===== config.mk =====
export PLATFORM = sky130hd
export DESIGN_NAME = gpr_file_sb
export DESIGN_NICKNAME = d
export VERILOG_FILES = /design/src/rtl/gpr_file_sb_pkg.sv /design/src/rtl/gpr_scoreboard.sv /design/src/rtl/gpr_file_sb.sv
export SDC_FILE = /design/constraint.sdc
export NUM_CORES = 2
export LEC_CHECK = 0
export CORE_UTILIZATION = 37
export CTS_BUF_LIST = sky130_fd_sc_hd__clkbuf_4 sky130_fd_sc_hd__clkbuf_8 sky130_fd_sc_hd__clkbuf_16
export CTS_CLUSTER_DIAMETER = 30
export DETAILED_ROUTE_END_ITERATION = 7
export DONT_BUFFER_PORTS = 1
export GPL_ROUTABILITY_DRIVEN = 0
export PLACE_DENSITY = 0.59
export SLEW_MARGIN = 20
export SYNTH_ARGS = -nofsm -noshare
export SYNTH_HDL_FRONTEND = slang
export SYNTH_SLANG_ARGS = --single-unit

===== constraint.sdc =====
create_clock -name clock -period 12.8 [get_ports clock]
set_input_delay 3.84 -clock clock [delete_from_list [all_inputs] [get_ports clock]]
set_output_delay 3.84 -clock clock [all_outputs]
set_load 0.02 [all_outputs]

===== src/rtl/gpr_file_sb_pkg.sv =====
// Shared types and defaults for the integer register file with scoreboard.
package gpr_file_sb_pkg;

  typedef enum logic {
    ST_INIT = 1'b0,
    ST_RUN  = 1'b1
  } state_e;

  localparam int XLEN_DEF = 64;
  localparam int NREG_DEF = 32;
  localparam int NRD_DEF  = 2;

  function automatic int addr_w(input int nreg);
    return $clog2(nreg);
  endfunction

endpackage


===== src/rtl/gpr_scoreboard.sv =====
// Per-register busy bits with flush > issue > writeback priority and a
// per-port lookup that hides busy when the writeback is bypassed this cycle.
module gpr_scoreboard
  import gpr_file_sb_pkg::*;
#(
  parameter  int NREG = NREG_DEF,
  parameter  int NRD  = NRD_DEF,
  localparam int AW   = addr_w(NREG)
) (
  input  logic              clock,
  input  logic              reset,
  input  logic              run,
  input  logic              flush,
  input  logic              issue_valid,
  input  logic [AW-1:0]     issue_rd,
  input  logic              wb_valid,
  input  logic [AW-1:0]     wb_addr,
  input  logic [NRD*AW-1:0] rd_addr,
  output logic [NRD-1:0]    rd_busy
);

  logic [NREG-1:0] busy;
  logic [NREG-1:0] busy_nxt;

  // Issue is applied after writeback so the newer producer keeps the bit set.
  always_comb begin
    busy_nxt = busy;
    if (wb_valid)
      busy_nxt[wb_addr] = 1'b0;
    if (issue_valid)
      busy_nxt[issue_rd] = 1'b1;
    busy_nxt[0] = 1'b0;
  end

  always_ff @(posedge clock or negedge reset) begin
    if (!reset)
      busy <= '0;
    else if (run)
      busy <= flush ? '0 : busy_nxt;
  end

  always_comb begin
    rd_busy = '0;
    for (int k = 0; k < NRD; k++) begin
      rd_busy[k] = run
                 && (rd_addr[k*AW +: AW] != '0)
                 && busy[rd_addr[k*AW +: AW]]
                 && !(wb_valid && (wb_addr == rd_addr[k*AW +: AW]));
    end
  end

endmodule


===== src/rtl/gpr_file_sb.sv =====
// Register file with hardwired-zero x0, write bypass, scoreboard and a
// post-reset clearing sweep so the array needs no per-entry reset.
module gpr_file_sb
  import gpr_file_sb_pkg::*;
#(
  parameter  int XLEN = XLEN_DEF,
  parameter  int NREG = NREG_DEF,
  parameter  int NRD  = NRD_DEF,
  localparam int AW   = addr_w(NREG)
) (
  input  logic                clock,
  input  logic                reset,
  output logic                ready,
  input  logic [NRD*AW-1:0]   rsAddr,
  output logic [NRD*XLEN-1:0] rsData,
  output logic [NRD-1:0]      rsBusy,
  input  logic                wbValid,
  input  logic [AW-1:0]       wbAddr,
  input  logic [XLEN-1:0]     wbData,
  input  logic                issueValid,
  input  logic [AW-1:0]       issueRd,
  input  logic                flush,
  input  logic [AW-1:0]       dbgAddr,
  output logic [XLEN-1:0]     dbgData
);

  state_e          state;
  logic [AW-1:0]   sweep_idx;
  logic            run;
  logic [XLEN-1:0] mem [NREG];
  logic            we;
  logic [AW-1:0]   wa;
  logic [XLEN-1:0] wd;

  assign run = (state == ST_RUN);

  always_ff @(posedge clock or negedge reset) begin
    if (!reset) begin
      state     <= ST_INIT;
      sweep_idx <= AW'(1);
      ready     <= 1'b0;
    end else begin
      case (state)
        ST_INIT: begin
          sweep_idx <= sweep_idx + AW'(1);
          if (sweep_idx == AW'(NREG - 1)) begin
            state <= ST_RUN;
            ready <= 1'b1;
          end
        end
        default: begin
          state <= ST_RUN;
          ready <= 1'b1;
        end
      endcase
    end
  end

  // The sweep owns the single write port until RUN.
  always_comb begin
    we = 1'b0;
    wa = wbAddr;
    wd = wbData;
    if (!run) begin
      we = 1'b1;
      wa = sweep_idx;
      wd = '0;
    end else if (wbValid && (wbAddr != '0)) begin
      we = 1'b1;
    end
  end

  always_ff @(posedge clock) begin
    if (we)
      mem[wa] <= wd;
  end

  always_comb begin
    rsData = '0;
    for (int k = 0; k < NRD; k++) begin
      if (run && (rsAddr[k*AW +: AW] != '0)) begin
        if (wbValid && (wbAddr == rsAddr[k*AW +: AW]))
          rsData[k*XLEN +: XLEN] = wbData;
        else
          rsData[k*XLEN +: XLEN] = mem[rsAddr[k*AW +: AW]];
      end
    end
  end

  assign dbgData = run ? mem[dbgAddr] : '0;

  gpr_scoreboard #(
    .NREG (NREG),
    .NRD  (NRD)
  ) u_scoreboard (
    .clock       (clock),
    .reset       (reset),
    .run         (run),
    .flush       (flush),
    .issue_valid (issueValid),
    .issue_rd    (issueRd),
    .wb_valid    (wbValid),
    .wb_addr     (wbAddr),
    .rd_addr     (rsAddr),
    .rd_busy     (rsBusy)
  );

endmodule


==> results.py <==
metrics = {
    "setup_path": {
        "path_cells": "buf_16, buf_16, buf_16, buf_16, xor2_1, nor4_2, nand3_4, buf_4, nand2_1, o22ai_1, nor2_2",
        "crit_fanout": 103,
        "crit_path_frequent_cell": "buf_16",
        "crit_family": "buffers and inverters",
        "start_kind": "input pin",
        "slowest_stage": "o22ai_1",
        "crit_buf_inv": 5,
        "slowest_delay_ns": 0.89,
        "worstPathRequired_ns": 8.96,
        "crit_type": "input pin to output pin",
        "cp.arrival_ns": 8.88,
        "endpoint_kind": "output pin",
    },
    "global_routing": {
        "grt_remaining_overflow": 0,
        "first_global_vias": 75009,
        "grt_usage_pct": 26.5,
        "grt_pass1_wl_um": 591000,
        "grt_max_degree": 653,
        "antenna_found_initial": 20,
    },
    "route": {
        "wire_per_inst_um": 38.9,
        "dr.pass1.iters": 6,
        "antenna_left": 0,
        "dr_total_vias": 73705,
        "drt_iter0_markers": 9350,
        "drt_wl_total_um": 425000,
        "drc": 0,
        "viasPerCell": 6.74,
    },
    "floorplanning": {
        "die_w_um": 561,
        "die_y_um": 561,
        "die-area_um2": 314000,
        "rows": 204,
        "start_util_pct": 37.3,
        "ios": 289,
        "core-area_um2": 310000,
    },
    "sta": {
        "setup_viol": 0,
        "final.period_utilization_pct": 99.4,
        "min_period_ns": 12.72,
        "fmax_mhz": 78.6,
        "setup_tns_ns": 0,
        "tightest_slew_ns": 1.40,
        "final_hold_viol_count": 0,
        "timing.final.max_slew_violations": 0,
        "final.setup_skew_ns": 0.0669,
        "rsz0062_at_grt": "no",
        "relSlewSlack_pct": 6.83,
    },
    "pwr": {
        "clock_power_share_pct": 57.2,
        "ir_drop_mv": 0.145,
        "power.internal_mw": 16.6,
        "switching_share_pct": 23.3,
        "p_switching_mw": 5.03,
        "power_density_nw_per_um2": 159,
        "p_leak_nw": 43.9,
        "combPwrFrac_pct": 7.9,
        "seq_power_share_pct": 34.9,
        "p_total_mw": 21.6,
    },
    "layout": {
        "utilization_pct": 43.9,
        "final_cell_mix": "edfxtp_1, mux4_2, clkbuf_16, mux2i_1, a21oi_1",
        "post-route-cell-area_um2": 136000,
        "final_layout_size_suffix_gt1_share_pct": 39.1,
        "mostFrequentLayoutCell": "edfxtp_1",
        "fin_nets": 6494,
        "num-fill-cells": 26359,
        "area_growth_pct": 17.8,
    },
    "clock_network": {
        "cts_buffers": 466,
        "htree_levels": 5,
        "clock-sinks": 2086,
        "cts-resized-gates": 0,
        "holdBufCountCts": 0,
        "cts-root-buf": "clkbuf_16",
        "clk_latency_ns": 0.91,
        "cts_setup_buffers": 0,
        "cts_tree": "yes",
        "clk_path_buf_depth": 4,
        "path_clk_slew_ns": 0.05,
    },
    "yosys": {
        "synth_edf_count": 2048,
        "yosys_warnings": 0,
        "syn-instance-count": 6412,
        "yosys_register_bits": 2086,
        "syn_area_um2": 115000,
        "ys.flop_type": "edfxtp_1",
        "synth_fp_nets": 6508,
        "synth_cell_types": 64,
        "synth-seq-area-share_pct": 54.1,
        "avgSynthCellArea_um2": 18.0,
        "ys_async_sr_fraction_pct": 1.82,
    },
    "run_status": {
        "status": "finished, final reports clean",
    },
    "worst_hold_path": {
        "hold_class": "register to register",
    },
    "place": {
        "hpwl_um": 212000,
        "numPortBuffers": 0,
        "dpl_cell_area_um2": 119000,
    },
    "flow_run": {
        "drv_cap": 0,
    },
}
## power groups by stage
stage / Combinational (mW) / Sequential, mW / Clock (mW)
finish: 1.71 / 7.55 / 12.4
floorplan: 1.29 / 7.67 / 0
global placement: 1.41 / 7.67 / 0
detailed placement: 1.41 / 7.67 / 0
global route: 1.77 / 7.55 / 12.8
CTS: 1.42 / 7.55 / 12.4
## final timing paths
path	start	endpoint	slack, ns	cells past startpoint
min	sweep_idx[2]$_DFFE_PN0N_	sweep_idx[2]$_DFFE_PN0N_	0.51	1
max in group asynchronous	reset	sweep_idx[0]$_DFFE_PN1N_	9.99	0
min in group asynchronous	reset	u_scoreboard.busy[21]$_DFFE_PN0P_	2.61	0
min reg2reg	sweep_idx[2]$_DFFE_PN0N_	sweep_idx[2]$_DFFE_PN0N_	0.51	1
max reg2reg	run$_DFF_PN0_	mem[15][37]$_DFFE_PP_	7.83	7
max	rsAddr[6]	rsData[126]	0.08	11
## per-stage QoR
| step | hold WS [ns] | instances | worst slack [ns] |
|---|---|---|---|
| after global placement | 0.471 | 10020 | 1.29 |
| after detailed placement | 0.499 | 10022 | 1.22 |
| final | 0.511 | 10940 | 0.0831 |
| after CTS | 0.509 | 10890 | 1.24 |
| after global routing | 0.548 | 10934 | 0.0976 |
| after floorplan | 0.451 | 6412 | 3.17 |
## per-layer routing
metal  part of all wire, %  up-vias  track usage [%]
met4                   5.4       12             13.1
met2                    47     4867             41.5
met5                 0.055        -            0.377
li1                      -    28274                -
met3                    11     1034             6.59
met1                    37    39518             34.4
## cell type report
class / count / area, um^2 / area share (%)
sequential: 2086 / 62500 / 45.9
multi-input combinational: 3702 / 50300 / 37.0
clock buffer: 528 / 12200 / 9.00
tap: 4120 / 5150 / 3.79
clock inverter: 340 / 4150 / 3.05
timing repair buffer: 136 / 1650 / 1.21
antenna: 22 / 55.1 / 0.0405
inverter: 6 / 32.5 / 0.0239
## logic make-up after synthesis
family          share of synthesized area (%)
xor+xnor                               0.0986
fa+ha+maj                              0.0217
buf+inv                                  2.73
simple gates                             2.60
compound gates                           5.76
mux                                      34.7
flops                                    54.1
## synth_stat cells (6+ instances only)
| master | n | area [um^2] |
|---|---|---|
| a211oi_1 | 203 | 1520 |
| o22ai_1 | 113 | 707 |
| nor3b_1 | 6 | 45.0 |
| nor2_1 | 147 | 552 |
| buf_1 | 43 | 161 |
| a211o_1 | 62 | 543 |
| xor2_1 | 6 | 52.6 |
| clkbuf_1 | 288 | 1080 |
| o31ai_1 | 6 | 45.0 |
| edfxtp_1 | 2048 | 61500 |
| a221oi_1 | 41 | 359 |
| a22o_1 | 36 | 315 |
| a21oi_1 | 213 | 1070 |
| nor2b_1 | 78 | 488 |
| nor3_1 | 92 | 460 |
| o21ai_1 | 49 | 245 |
| buf_6 | 49 | 552 |
| a32o_1 | 17 | 170 |
| buf_4 | 50 | 375 |
| o21ai_0 | 104 | 521 |
| mux2_1 | 7 | 78.8 |
| mux4_2 | 1496 | 33700 |
| nand2_1 | 78 | 293 |
| a31oi_1 | 31 | 194 |
| buf_2 | 185 | 926 |
| mux2i_1 | 462 | 4620 |
| nand2b_1 | 25 | 156 |
| dfrtp_1 | 37 | 926 |
| mux2_2 | 147 | 1660 |
| o221ai_1 | 64 | 561 |
| xnor2_1 | 7 | 61.3 |
| a22oi_1 | 27 | 203 |
| nand3_1 | 12 | 60.1 |
| and2_1 | 123 | 769 |
## sequential cells by signal (all words and copies together), names as in the netlist
| name | count |
|---|---|
| mem | 2048 |
| ready | 1 |
| run | 1 |
| sweep_idx | 5 |
| u_scoreboard.busy | 31 |
Note: power is estimated with default switching activity, not from simulation.
